**src/rtl/led_seq_ctrl.sv**
```systemverilog
// LED bank sequencer: step timebase plus four display modes (rotate left/right,
// bounce, blink), mode changes over valid/ready, and level-sensitive pause.
module led_seq_ctrl #(
    parameter int CLK_FREQ = 300_000_000,
    parameter int LED_NUM  = 8,
    parameter int STEP_CYC = 75_000_000
) (
    input  logic               CLK_i,
    input  logic               RSTn_i,
    input  logic [1:0]         MODE_i,
    input  logic               MODE_VLD_i,
    output logic               MODE_RDY_o,
    input  logic               PAUSE_i,
    output logic [LED_NUM-1:0] LED_o,
    output logic [1:0]         MODE_o,
    output logic               STEP_o
);

    localparam int CNT_W = (STEP_CYC > 2) ? $clog2(STEP_CYC) : 1;
    localparam logic [CNT_W-1:0]   CNT_LAST = CNT_W'(STEP_CYC - 1);
    localparam logic [LED_NUM-1:0] LED_LSB  = LED_NUM'(1);
    localparam logic [LED_NUM-1:0] LED_MSB  = LED_LSB << (LED_NUM - 1);

    if (CLK_FREQ < 1 || LED_NUM < 2 || STEP_CYC < 2) begin : g_bad_param
        $error("led_seq_ctrl: illegal parameter set");
    end

    typedef enum logic [1:0] {ROT_L, ROT_R, BOUNCE, BLINK} mode_t;
    typedef enum logic [1:0] {INIT, RUN, PAUSE, LOAD} state_t;

    state_t               state_q, state_nxt;
    mode_t                mode_q, mode_nxt;
    logic [LED_NUM-1:0]   led_q, led_nxt;
    logic [CNT_W-1:0]     cnt_q, cnt_nxt;
    logic                 dir_q, dir_nxt;   // bounce direction, 0 = moving left
    logic                 step_q, step_nxt;
    logic                 rdy_q, rdy_nxt;
    logic                 hs;
    logic                 terminal;

    function automatic logic [LED_NUM-1:0] start_pattern(input mode_t m);
        case (m)
            ROT_L, BOUNCE: start_pattern = LED_LSB;
            ROT_R:         start_pattern = LED_MSB;
            default:       start_pattern = '1;
        endcase
    endfunction

    function automatic logic [LED_NUM-1:0] next_pattern(input mode_t m,
                                                        input logic [LED_NUM-1:0] cur,
                                                        input logic dir);
        case (m)
            ROT_L:   next_pattern = {cur[LED_NUM-2:0], cur[LED_NUM-1]};
            ROT_R:   next_pattern = {cur[0], cur[LED_NUM-1:1]};
            BOUNCE:  next_pattern = dir ? (cur >> 1) : (cur << 1);
            default: next_pattern = ~cur;
        endcase
    endfunction

    // Direction flips on the step that lands on an end, so each end shows once.
    function automatic logic next_dir(input mode_t m,
                                      input logic [LED_NUM-1:0] nxt,
                                      input logic dir);
        next_dir = dir;
        if (m == BOUNCE) begin
            if (!dir && nxt == LED_MSB) next_dir = 1'b1;
            if (dir && nxt == LED_LSB)  next_dir = 1'b0;
        end
    endfunction

    assign hs       = MODE_VLD_i && rdy_q;
    assign terminal = (cnt_q == CNT_LAST);

    always_comb begin
        state_nxt = state_q;
        mode_nxt  = mode_q;
        led_nxt   = led_q;
        cnt_nxt   = cnt_q;
        dir_nxt   = dir_q;
        step_nxt  = 1'b0;
        case (state_q)
            INIT: state_nxt = LOAD;
            LOAD: begin
                state_nxt = PAUSE_i ? PAUSE : RUN;
                led_nxt   = start_pattern(mode_q);
                cnt_nxt   = '0;
                dir_nxt   = 1'b0;
            end
            RUN: begin
                // Handshake beats pause, pause beats a pending step.
                if (hs) begin
                    state_nxt = LOAD;
                    mode_nxt  = mode_t'(MODE_i);
                end else if (PAUSE_i) begin
                    state_nxt = PAUSE;
                end else if (terminal) begin
                    cnt_nxt  = '0;
                    led_nxt  = next_pattern(mode_q, led_q, dir_q);
                    dir_nxt  = next_dir(mode_q, led_nxt, dir_q);
                    step_nxt = 1'b1;
                end else begin
                    cnt_nxt = cnt_q + CNT_W'(1);
                end
            end
            PAUSE: begin
                if (hs) begin
                    state_nxt = LOAD;
                    mode_nxt  = mode_t'(MODE_i);
                end else if (!PAUSE_i) begin
                    state_nxt = RUN;
                end
            end
            default: state_nxt = INIT;
        endcase
        rdy_nxt = (state_nxt == RUN) || (state_nxt == PAUSE);
    end

    always_ff @(posedge CLK_i) begin
        if (!RSTn_i) begin
            state_q <= INIT;
            mode_q  <= ROT_L;
            led_q   <= '0;
            cnt_q   <= '0;
            dir_q   <= 1'b0;
            step_q  <= 1'b0;
            rdy_q   <= 1'b0;
        end else begin
            state_q <= state_nxt;
            mode_q  <= mode_nxt;
            led_q   <= led_nxt;
            cnt_q   <= cnt_nxt;
            dir_q   <= dir_nxt;
            step_q  <= step_nxt;
            rdy_q   <= rdy_nxt;
        end
    end

    always_ff @(posedge CLK_i) begin
        if (RSTn_i) begin
            assert (cnt_q <= CNT_LAST);
        end
    end

    assign LED_o      = led_q;
    assign MODE_o     = mode_q;
    assign STEP_o     = step_q;
    assign MODE_RDY_o = rdy_q;

endmodule

```
**config.mk**
```make
export PLATFORM = sky130hd
export DESIGN_NAME = led_seq_ctrl
export DESIGN_NICKNAME = d
export VERILOG_FILES = /design/src/rtl/led_seq_ctrl.sv
export SDC_FILE = /design/constraint.sdc
export NUM_CORES = 1
export LEC_CHECK = 0
export ABC_AREA = 1
export CORE_MARGIN = 1
export CORE_UTILIZATION = 40
export CTS_BUF_LIST = sky130_fd_sc_hd__clkbuf_4 sky130_fd_sc_hd__clkbuf_8 sky130_fd_sc_hd__clkbuf_16
export CTS_CLUSTER_SIZE = 30
export DETAILED_ROUTE_END_ITERATION = 12
export PLACE_DENSITY_LB_ADDON = 0.12
export REMOVE_ABC_BUFFERS = 1
export SYNTH_ARGS = -nofsm -noshare
export SYNTH_HDL_FRONTEND = slang
export SYNTH_SLANG_ARGS = --single-unit
```
**constraint.sdc**
```tcl
create_clock -name CLK_i -period 2.35 [get_ports CLK_i]
set_clock_uncertainty 0.1 [all_clocks]
set_input_delay 0.3525 -clock CLK_i [delete_from_list [all_inputs] [get_ports CLK_i]]
set_output_delay 0.3525 -clock CLK_i [all_outputs]
set_load 0.005 [all_outputs]
```
==> results of run 1 <==
==> cell type report <==
type / count / area [um^2] / area share
multi-input combinational: 305 / 1560 / 0.512
sequential: 42 / 841 / 0.277
timing repair buffer: 26 / 238 / 0.0782
inverter: 60 / 225 / 0.0741
tap: 77 / 96.3 / 0.0317
clock buffer: 6 / 82.6 / 0.0272
==> per-stage QoR <==
stage	cell area (um^2)	power, mW
after floorplan	2620	1.33
after CTS	3030	2.09
final	3040	2.07
after detailed placement	2950	1.61
after global routing	3040	2.23
after global placement	2950	1.61
==> flip-flops by register name (all words and copies together) (netlist names) <==
signal	cells
LED_o	8
MODE_RDY_o	1
MODE_o	2
STEP_o	1
cnt_q	27
dir_q	1
state_q	2
==> worst max-delay path: stages, from the launching register on <==
cell and delay, ns:
dfxtp_1 0.42, ha_1 0.19, nand2_1 0.09, inv_1 0.12
nand2_1 0.07, nor2_1 0.12, nand2_2 0.10, nand2_4 0.11
nand2_4 0.07, nand2_1 0.38, o22ai_1 0.13
==> metal layers <==
| layer | global-route usage | vias up | wire length (um) |
|---|---|---|---|
| li1 | - | 1410 | - |
| met1 | 0.276 | 1204 | 3380 |
| met2 | 0.303 | 28 | 2930 |
| met3 | 0.0356 | 2 | 179 |
| met4 | 0.0370 | 0 | 16 |
| met5 | 0 | - | 0 |
==> synth_stat cells, types with 3 or more instances <==
| cell | n | area share |
|---|---|---|
| a31oi_1 | 5 | 0.012 |
| nand2_4 | 3 | 0.013 |
| inv_1 | 54 | 0.076 |
| nand2_1 | 108 | 0.15 |
| dfxtp_1 | 42 | 0.31 |
| ha_1 | 5 | 0.023 |
| o21ai_0 | 18 | 0.034 |
| nor2_1 | 41 | 0.058 |
| inv_2 | 6 | 0.0084 |
| a21oi_1 | 25 | 0.047 |
| a211oi_2 | 7 | 0.033 |
| nand2_2 | 6 | 0.014 |
| clkbuf_1 | 3 | 0.0042 |
| nand3_1 | 40 | 0.075 |
| nor3_1 | 12 | 0.022 |
| a211oi_1 | 3 | 0.0084 |
| nand4_1 | 8 | 0.019 |
| buf_4 | 3 | 0.0084 |
| nor3b_1 | 3 | 0.0084 |
| nor2_2 | 3 | 0.0070 |
==> how the worst min path moves through the flow <==
stage,end,slack (ns),start,depth (start not counted)
floorplan,cnt_q[24],0.37,cnt_q[24],2
global placement,cnt_q[1],0.39,cnt_q[1],2
detailed placement,cnt_q[1],0.39,cnt_q[1],2
CTS,cnt_q[1],0.40,cnt_q[1],2
global route,cnt_q[21],0.42,cnt_q[21],2
finish,cnt_q[24],0.40,cnt_q[24],2
==> power breakdown <==
| group | leakage, nW | internal, mW | switching (mW) |
|---|---|---|---|
| registers | 0.340 | 0.774 | 0.0594 |
| clock network | 0.0431 | 0.227 | 0.248 |
| logic | 0.860 | 0.300 | 0.464 |
==> logic make-up after synthesis <==
logic type                 synth area share
and+or+nand+nor                       0.401
buffers and inverters                 0.105
AOI/OAI and AO/OA                     0.153
DFF                                   0.315
adders and majority gates            0.0234
xor gates and xnor gates            0.00328
==> what timing repair did <==
action / 4_1_cts / 5_1_grt
gates resized for setup: 0 / 2
setup endpoints to repair: 0 / 11
hold buffers: 0 / 0
==> metrics.txt, run 1 <==
Mapped Area 2670 um^2; core area about 6400 um^2; power density over cell area about 680 nW/um^2; I/O Buffers 17; post-route non-filler standard cell count 516; HPWL Detailed between 4000 and 5000 um; Final Hold Viols 0; Setup Viol. Count Final 0; Max Transition Viols Final 0; Slew @ Worst Pin roughly 0.51 ns; Die X 83.7 um; CP Launch Point cnt_q[0]; Max Clk Rate a little under 500 MHz; EDFF count, synth 0; CP endpoint LED_o[0]; Seq cells post-synth 42; Fillers 683; Nets about 450; R2R setup slack between 0.3 and 0.4 ns; starting density of the core 0.418; TritonCTS buffer count 5; Max-Cap Viols 0; Top FF cell, synth dfxtp_1; worst slack, placed about 0.038 ns; R2R Path Start cnt_q[0]; first-pass GRT wire length about 11000 um; maximum clock path buffer count 2; setup bufs post-CTS 0; outcome complete, no violations; most frequent cells in the layout nand2_1, inv_1, dfxtp_1, nand3_1, nor2_1; die height roughly 84 um; period utilization 0.858; most common cell after layout, fill and taps aside nand2_1; Cells after Synth between 400 and 500; crit path DAT around 2.1 ns; CP required ~2.4 ns; share of layout cells above drive strength 1 0.112; Final WS setup around 0.33 ns; H-Tree Depth 2; I/O Pins 18; Diodes inserted 0; Mean Syn Cell Area between 6 and 7 um^2; CP endpoint kind register; clk_lat worst skew about 0.30 ns; RSZ-0062 raised after global routing no; Hold Slack just over 0.4 ns; CTS tree yes; number of global-route vias before repair 2319; clock sink count 42; die area between 7000 and 8000 um^2; Area Growth Syn to Fin 13.7%; vias per cell roughly 5; via count approximately 2600; critical path peak fanout 12; DRC errors left 0; pin count of the biggest net entering global routing 17; Slew HR 0.659; synth warn 0; wirelength, routed between 6000 and 7000 um; Async SR Flop Fraction 0; Total GRT Usage 0.193; Max rail drop VDD around 470 uV; GR Overflow Total 0; final antenna-violating net count 0; FF-to-FF path depth 10; Distinct cells, synth 37; GP Congestion around 0.83; register area share after synthesis 0.315; setup TNS 0 ns; post-layout minimum cycle time a little over 2 ns; Min-Delay Path Class reg -> reg; crit start category register; Routed wire per std cell 12.6 um; Clock Root Buffer clkbuf_8; initial antenna violation count 0; starting DRC count in detailed routing between 150 and 200; clk slew on worst S/H paths approximately 0.080 ns; Core Util, Final 0.476; Crit Reg-Reg Endpoint LED_o[0]; Placement Rows 29; TritonRoute pass-1 iters 4; dpl cells just over 500; Leak about 1.2 nW; Crit Path Category reg -> reg
No activity file was read; power rests on OpenSTA's default activity.
==> run 2: changes to the inputs <==
--- a/config.mk
+++ b/config.mk
@@ -5,12 +5,12 @@
 export SDC_FILE = /design/constraint.sdc
 export NUM_CORES = 1
 export LEC_CHECK = 0
-export ABC_AREA = 1
 export CORE_MARGIN = 1
 export CORE_UTILIZATION = 40
 export CTS_BUF_LIST = sky130_fd_sc_hd__clkbuf_4 sky130_fd_sc_hd__clkbuf_8 sky130_fd_sc_hd__clkbuf_16
 export CTS_CLUSTER_SIZE = 30
 export DETAILED_ROUTE_END_ITERATION = 12
+export GPL_TIMING_DRIVEN = 0
 export PLACE_DENSITY_LB_ADDON = 0.12
 export REMOVE_ABC_BUFFERS = 1
 export SYNTH_ARGS = -nofsm -noshare
==> run 2 against run 1 <==
Compared with the run above:
- the run now ends with setup timing left
- power fell by 4.9%
- clock power increased by 6.5%
- synthesized area down 6.9%
- core utilization grew 2.7 points
- via count shrank 14%
- sequential share of layout area grew 0.79 points
- global-route usage increased by 0.72 points
- count of clock-buffer cells in the layout up 1
- design area is 1.5% lower
- worst hold slack worse by 0.0080 ns
- critical path type unchanged
- largest power group unchanged
- highest routed layer unchanged
==> metrics.txt, run 2 <==
outcome complete, but fails checks; failing checks setup timing; Crit Path Category reg -> reg; Distinct cells, synth 53 (+43%); vias per cell 5.61 (+9.5%); Setup Viol. Count Final 3 (+3); Top FF cell, synth dfxtp_1; share of layout cells above drive strength 1 0.193 (+0.0812); synth warn 0 (unchanged); first-pass GRT wire length 10100 um (-8.3%); core area 5960 um^2 (-6.7%); area leader, netlist dfxtp_1; number of global-route vias before repair 2110 (-9.0%); die height 80.9 um (-3.4%); most common cell after layout, fill and taps aside nor2_1; critical path peak fanout 6 (-6); TritonCTS buffer count 5 (unchanged); Final Hold Viols 0 (unchanged); Slew HR 0.658 (-0.00123); I/O Buffers 17 (unchanged); Hold Path Depth 2 (unchanged); max reg flops 27 (unchanged); Area Growth Syn to Fin 20.4%; Max Transition Viols Final 0 (unchanged); post-route non-filler standard cell count 407 (-21%); Design Area, Final 2990 um^2 (-1.5%); Mean Syn Cell Area 8.10 um^2 (+26%); maximum clock path buffer count 2 (unchanged); Async SR Flop Fraction 0 (unchanged); RSZ-0062 raised after global routing yes; power density over cell area 658 nW/um^2 (-3.5%); CTS tree yes; I/O Pins 18 (unchanged); Total GRT Usage 0.200 (+0.00716); Final WS setup -0.0499 ns (-0.383 ns); Nets 342 (-24%); initial antenna violation count 0 (unchanged); Mapped Area 2490 um^2 (-6.9%); setup TNS -0.101 ns (-0.101 ns); post-layout minimum cycle time 2.40 ns (+0.383 ns); Clock Root Buffer clkbuf_8; Seq cells post-synth 42 (unchanged); starting density of the core 0.418 (-0.000848); most frequent cells in the layout nor2_1, dfxtp_1, nand2_1, a21oi_1, clkdlybuf4s50_1; CP Launch Point cnt_q[9]; HPWL Detailed 3990 um (-19%); H-Tree Depth 2 (unchanged); EDFF count, synth 0 (unchanged); Min-Delay Path Class reg -> reg; worst slack, placed -0.812 ns (-0.851 ns); FF/Latch Area 852 um^2 (+1.3%); placed cell areas 2660 um^2 (-9.9%); final antenna-violating net count 0 (unchanged); largest reg by FF count cnt_q; FF-to-FF path depth 7 (-3); TritonRoute pass-1 iters 4 (unchanged); CP endpoint kind register; R2R setup slack -0.05 ns (-0.38 ns); Synth top cells by count dfxtp_1, nor2_1, nand2_1, a21oi_1, nand3_1; Fillers 599 (-12%); wirelength, routed 6140 um (-5.7%); period utilization 1.02 (+0.163); Max rail drop VDD 319 uV (-33%); top-area cell type share of the netlist area 0.338 (+0.0234); area of the multi-input gates 1600 um^2 (+3.0%); clk_lat worst skew 0.31 ns (about the same); CP endpoint cnt_q[17]; clk slew on worst S/H paths 0.08 ns (about the same); GR Overflow Total 0 (unchanged); crit start category register; pin count of the biggest net entering global routing 34 (+17); Diodes inserted 0 (unchanged); via count 2284 (-14%); total power 1.97 mW (-4.9%); Cells after Synth 307 (-26%); cell with the most instances after synthesis dfxtp_1; Routed wire per std cell 15.1 um (+20%); Placement Rows 28 (-3.4%); R2R Path Start cnt_q[9]; Max-Cap Viols 0 (unchanged); register area share after synthesis 0.338 (+0.0234); Crit Reg-Reg Endpoint cnt_q[17]; GP Congestion 0.761 (-8.2%); Slew @ Worst Pin 0.513 ns (+0.00183 ns); starting DRC count in detailed routing 77 (-57%); clock sink count 42 (unchanged); crit path DAT 2.50 ns (+0.41 ns); Die X 80.9 um (-3.4%); Leak 1.04 nW (-16%); DRC errors left 0 (unchanged); dpl cells 382 (-25%); die area 6540 um^2 (-6.8%); CP required 2.45 ns (+0.02 ns); Max Clk Rate 417 MHz (-16%); top area cells in the synthesized netlist dfxtp_1, nor2_1, a21oi_1
run 2: how the worst min path moves through the flow:
stage,start,to,slack [ns]
final,cnt_q[9],cnt_q[9],0.40
after global routing,cnt_q[9],cnt_q[9],0.42
after CTS,cnt_q[9],cnt_q[9],0.39
after detailed placement,cnt_q[1],cnt_q[1],0.39
after global placement,cnt_q[1],cnt_q[1],0.38
after floorplan,cnt_q[9],cnt_q[9],0.36
run 2: cell families (layout without fill, tap and decap cells):
group / after synthesis / in the layout / synth area share
simple gates: 137 / 137 / 0.289
compound gates: 70 / 70 / 0.196
flops: 42 / 42 / 0.338
buf+inv: 27 / 52 / 0.0518
xor+xnor: 15 / 15 / 0.0528
mux: 10 / 10 / 0.0433
fa+ha+maj: 6 / 6 / 0.0292
run 2: layer usage:
metal  GRT usage  up-vias  part of all wire
li1            -     1168                 -
met1       0.250     1075              0.47
met2       0.345       34              0.48
met3      0.0416        7             0.034
met4      0.0554        0             0.010
met5           0        -                 0
run 2: per-stage QoR:
step                       util  hold WS [ns]
after floorplan               -         0.362
after global placement    0.447         0.379
after detailed placement  0.447         0.393
after CTS                 0.484         0.390
after global routing      0.503         0.419
final                     0.503         0.395
run 2: worst max-delay path, stage by stage (launching register included):
cell and delay [ns]:
dfxtp_2 0.35, or4b_1 0.54, or4_4 0.51, buf_6 0.16, o21ai_4 0.25, buf_6 0.14, nor2_1 0.03, a32o_1 0.22
run 2: report_power, final:
group	switching (mW)	internal (mW)
Sequential	0.0901	0.763
Clock	0.257	0.249
Combinational	0.302	0.310
run 2: area by class of cell:
| cell class | instances | area share |
|---|---|---|
| clock buffers | 7 | 0.0301 |
| clock inverters | 1 | 0.00167 |
| inverters | 10 | 0.0125 |
| multi-input cells | 238 | 0.535 |
| flip-flops and latches | 42 | 0.285 |
| well taps | 75 | 0.0313 |
| repair buffers | 34 | 0.104 |
run 2: timing repair:
action                                  4_1_cts  5_1_grt
setup buffers                                10        7
endpoints found under the setup margin       36       26
resized for setup                            17       17
hold buffers                                  0        0
pin swaps                                     4        3
cloned                                        0        0
==> run 3: changes to the inputs <==
--- a/config.mk
+++ b/config.mk
@@ -5,7 +5,7 @@
 export SDC_FILE = /design/constraint.sdc
 export NUM_CORES = 1
 export LEC_CHECK = 0
-export CORE_MARGIN = 1
+export CORE_MARGIN = 2
 export CORE_UTILIZATION = 40
 export CTS_BUF_LIST = sky130_fd_sc_hd__clkbuf_4 sky130_fd_sc_hd__clkbuf_8 sky130_fd_sc_hd__clkbuf_16
 export CTS_CLUSTER_SIZE = 30
==> run 3 against run 2 <==
Compared with the run above:
- the run still ends with setup timing left
- sequential power is 0.6% lower
- non-clock buffer count is 2 higher
- combinational power is 3.6% higher
- maximum frequency is 2.0% higher
- first-iteration DRC count is 17% lower
- via count is 1.5% higher
- count of clock-buffer cells in the layout is 2 lower
==> metrics.txt, run 3 (synthesis gave the netlist of run 2 again) <==
Clock Root Buffer clkbuf_8; Hold Path Depth 2 (unchanged); Die X 82.9 um (+2.5%); Nets 344 (+0.58%); clk slew on worst S/H paths 0.08 ns (about the same); post-layout minimum cycle time 2.35 ns (-0.0475 ns); critical path cell sequence or4b_4 -> or4_4 -> nor3_4 -> or2_4 -> a31oi_1 -> or3b_1; starting DRC count in detailed routing 64 (-17%); Final WS setup -0.00241 ns (+0.0475 ns); Routed wire per std cell 14.6 um (-3.1%); I/O Pins 18 (unchanged); GR Overflow Total 0 (unchanged); Critical path buffers and inverters 0 (-2); Hold Crit Start cnt_q[1]; Slew @ Worst Pin 0.513 ns (+0.000209 ns); DRC errors left 0 (unchanged); Leak 1.05 nW (+1.3%); Crit-path slowest cell or4b_4; crit path DAT 2.43 ns (-0.07 ns); GP Congestion 0.806 (+5.8%); critical path peak fanout 4 (-2); die height 82.9 um (+2.5%); Crit Path Category reg -> reg; number of global-route vias before repair 2045 (-3.1%); clock sink count 42 (unchanged); CP top delay family simple AND/OR/NAND/NOR gates; R2R Path Start cnt_q[9]; total power 1.93 mW (-2.0%); period utilization 1.00 (-0.0202); largest reg by FF count cnt_q; initial antenna violation count 0 (unchanged); HPWL Detailed 4030 um (+1.0%); setup TNS -0.00305 ns (+0.0979 ns); first-pass GRT wire length 9900 um (-1.8%); Max-Cap Viols 0 (unchanged); Max rail drop VDD 261 uV (-18%); clk_lat worst skew 0.29 ns (-0.02 ns); final antenna-violating net count 0 (unchanged); CP required 2.43 ns (-0.02 ns); Crit Reg-Reg Endpoint dir_q; H-Tree Depth 2 (unchanged); failing checks setup timing; CTS tree yes; via count 2318 (+1.5%); die area 6860 um^2 (+5.0%); Setup Viol. Count Final 2 (-1); TritonRoute pass-1 iters 5 (+1); delay of the slowest cell on the worst path 0.53 ns (about the same); outcome complete, but fails checks; post-route non-filler standard cell count 408 (+0.25%); Core Util, Final 0.508 (+0.00525); WP depth 6 (-1); Slew HR 0.657 (about the same); hold worst-path end cnt_q[1]; R2R setup slack -0.002 ns (+0.05 ns); CP endpoint kind register; TritonCTS buffer count 5 (unchanged); core area 5960 um^2 (unchanged); power density over cell area 638 nW/um^2 (-3.1%); maximum clock path buffer count 2 (unchanged); wirelength, routed 5960 um (-2.9%); Max Transition Viols Final 0 (unchanged); Area Growth Syn to Fin 21.6%; starting density of the core 0.418 (unchanged); Placement Rows 28 (unchanged); dpl cells 382 (unchanged); crit start category register; Hold Slack 0.410 ns (+0.0146 ns); max reg flops 27 (unchanged); Diodes inserted 0 (unchanged); # hold bufs at CTS 0 (unchanged); Final Hold Viols 0 (unchanged); Min-Delay Path Class reg -> reg; Max Clk Rate 425 MHz (+2.0%); I/O Buffers 17 (unchanged); most frequent cells in the layout dfxtp_1, nor2_1, nand2_1, a21oi_1, clkdlybuf4s50_1; pin count of the biggest net entering global routing 34 (unchanged); Total GRT Usage 0.171 (-0.0290); vias per cell 5.68 (+1.2%); FF-to-FF path depth 6 (-1); share of layout cells above drive strength 1 0.195 (+0.00242); RSZ-0062 raised after global routing yes
==> run 3: cell types whose count changed in the layout (fill, tap and decap cells not counted), sizes merged <==
cell    before  now
clkinv       1    2
clkbuf       7    5
buf         17   19
==> run 3: what timing repair did <==
item	CTS	global route
buffers inserted	9	10
pin swaps	4	6
resized for setup	16	16
setup endpoints to repair	36	29
==> run 3: layout make-up <==
type                       count  area [um^2]
tap                           75         93.8
inverter                      10         37.5
clock inverter                 2         10.0
fill                         583         2930
timing repair buffer          36          342
sequential                    42          855
multi-input combinational    238         1620
clock buffer                   5         68.8
==> run 3: report_power, final <==
part / internal [mW] / switching, mW
Clock: 0.200 / 0.250
Sequential: 0.760 / 0.0878
Combinational: 0.329 / 0.304
==> run 3: worst max path at each step <==
stage               start   endpoint  slack (ns)
3_5_place_dp   state_q[1]  cnt_q[13]       -0.82
5_1_grt          cnt_q[9]      dir_q       -0.08
2_1_floorplan   cnt_q[11]   cnt_q[3]       -0.32
6_report         cnt_q[9]      dir_q      -0.002
3_3_place_gp   state_q[1]  cnt_q[13]       -0.81
4_1_cts          cnt_q[9]  cnt_q[16]       -0.05
==> run 3: worst reg2reg max path, cell delays in order (launching register included) <==
cell	delay, ns
dfxtp_4	0.36
or4b_4	0.53
or4_4	0.49
nor3_4	0.15
or2_4	0.17
a31oi_1	0.07
or3b_1	0.37
==> run 3: per-layer routing <==
metal	global-route usage	up-vias	part of all wire
li1	-	1164	-
met1	0.224	1108	0.46
met2	0.293	40	0.49
met3	0.0268	6	0.034
met4	0.0447	0	0.010
met5	0	-	0
==> run 3: through the flow <==
step,worst slack (ns),cell area [um^2]
after global routing,-0.0803,3030
after detailed placement,-0.818,2660
after global placement,-0.808,2660
after CTS,-0.0456,2850
final,-0.00241,3030
after floorplan,-0.321,2400
==> patch, RTL diff (flow settings as in run 2) <==
Register the inputs `MODE_i` and `MODE_VLD_i` before use. The logic sees them one clock later. The other inputs are not delayed to match.
--- a/src/rtl/led_seq_ctrl.sv
+++ b/src/rtl/led_seq_ctrl.sv
@@ -20,6 +20,14 @@
     localparam logic [CNT_W-1:0]   CNT_LAST = CNT_W'(STEP_CYC - 1);
     localparam logic [LED_NUM-1:0] LED_LSB  = LED_NUM'(1);
     localparam logic [LED_NUM-1:0] LED_MSB  = LED_LSB << (LED_NUM - 1);
+
+    logic [1:0] MODE_q;
+    logic MODE_VLD_q;
+
+    always_ff @(posedge CLK_i) begin
+        MODE_q     <= MODE_i;
+        MODE_VLD_q <= MODE_VLD_i;
+    end
 
     if (CLK_FREQ < 1 || LED_NUM < 2 || STEP_CYC < 2) begin : g_bad_param
         $error("led_seq_ctrl: illegal parameter set");
@@ -68,7 +76,7 @@
         end
     endfunction
 
-    assign hs       = MODE_VLD_i && rdy_q;
+    assign hs       = MODE_VLD_q && rdy_q;
     assign terminal = (cnt_q == CNT_LAST);
 
     always_comb begin
@@ -90,7 +98,7 @@
                 // Handshake beats pause, pause beats a pending step.
                 if (hs) begin
                     state_nxt = LOAD;
-                    mode_nxt  = mode_t'(MODE_i);
+                    mode_nxt  = mode_t'(MODE_q);
                 end else if (PAUSE_i) begin
                     state_nxt = PAUSE;
                 end else if (terminal) begin
@@ -105,7 +113,7 @@
             PAUSE: begin
                 if (hs) begin
                     state_nxt = LOAD;
-                    mode_nxt  = mode_t'(MODE_i);
+                    mode_nxt  = mode_t'(MODE_q);
                 end else if (!PAUSE_i) begin
                     state_nxt = RUN;
                 end
Function: changed (a bounded check fails within 4 cycles, from zero or initial values and one cycle with RSTn_i low).
==> patch against run 2 <==
- power is 11% higher
- core utilization decreased by 0.95 points
- synthesized area increased by 3.2%
- clock power is 4.2% higher
- sequential cell count up 3
- wire length grew 0.81%
- hold slack worse by 25 ps
- cell area shrank 0.17%
- first-iteration DRC count increased by 13%
- setup slack gained 110 ps
- largest power group unchanged
==> patch: results (changes against run 2) <==
| Metric | Value |
|---|---|
| Status | `finished clean` |
| Setup TNS | `0 ps (+100.9 ps)` |
| Die span in x | `82.12 um (+1.6%)` |
| Starting DRC count in detailed routing | `87 (+13%)` |
| Worst-Margin Slew | `692.7 ps (+179.7 ps)` |
| First-pass GRT wire length | `9901 um (-1.8%)` |
| RD Place Congestion | `0.7792 (+2.4%)` |
| Multi-input gates | `236 (-0.84%)` |
| Netlist cell types | `55 (+3.8%)` |
| Layout Cells excl Fill | `401 (-1.5%)` |
| Clock buffer count | `6 (-1)` |
| Bufs w/o clock | `26 (-24%)` |
| P_leak | `1.055 nW (+1.3%)` |
| Met2 wire length | `2748 um (-7.7%)` |
| Post-Route M1 WL | `3234 um (+12%)` |
| List of most frequent post-synthesis cells | `dfxtp_1 (45), nor2_1 (39), a21oi_1 (24)` |
| Top cells by area, synth | `dfxtp_1 (35%), nor2_1 (5.7%), a21oi_1 (4.7%)` |
| Placed inst area | `0.002725 sq mm (+2.4%)` |
| Worst slack at placement | `-1069 ps (-257.1 ps)` |
| # nets final | `336 (-1.8%)` |
| Share of cells above drive strength 1 | `0.1319 (-0.06087)` |
| # clock sinks | `45 (+7.1%)` |
| Non-Clock Buffer Area Fraction | `0.08790 (-0.01657)` |
| Wire length on met3 | `150 um (-27%)` |
| HPWL Detailed | `3977 um (-0.31%)` |
| Per-cell routed wire length | `15.44 um (+2.3%)` |
| Inverters | `11 (+1)` |
| Vias per inst | `5.818 (+3.7%)` |
## patch: cell families after synthesis
family	Yosys count	share of synthesized area
and+or+nand+nor	140	0.2934
AOI/OAI and AO/OA	67	0.1891
DFF	45	0.3509
buffers and inverters	28	0.05750
xor gates and xnor gates	18	0.06140
muxes	6	0.02339
adders and majority gates	5	0.02437
## patch: worst paths after layout
check | start | to | cells past startpoint | slack (ps)
setup / recovery | cnt_q[23] | cnt_q[25] | 7 | 60
hold / removal | MODE_q[1] | MODE_o[1] | 2 | 370
setup reg to reg | cnt_q[23] | cnt_q[25] | 7 | 60
hold reg to reg | MODE_q[1] | MODE_o[1] | 2 | 370
## patch: repair_timing
action                     in CTS  in global routing
gates resized for setup        10                  7
setup buffers                   4                  5
setup endpoints to repair      37                 28
pin swaps                       2                  3
## patch: where the power goes
part           internal, W  total, W  switching (W)
clock             0.000244  0.000527       0.000283
sequential        0.000831  0.000945       0.000114
combinational     0.000350  0.000724       0.000374
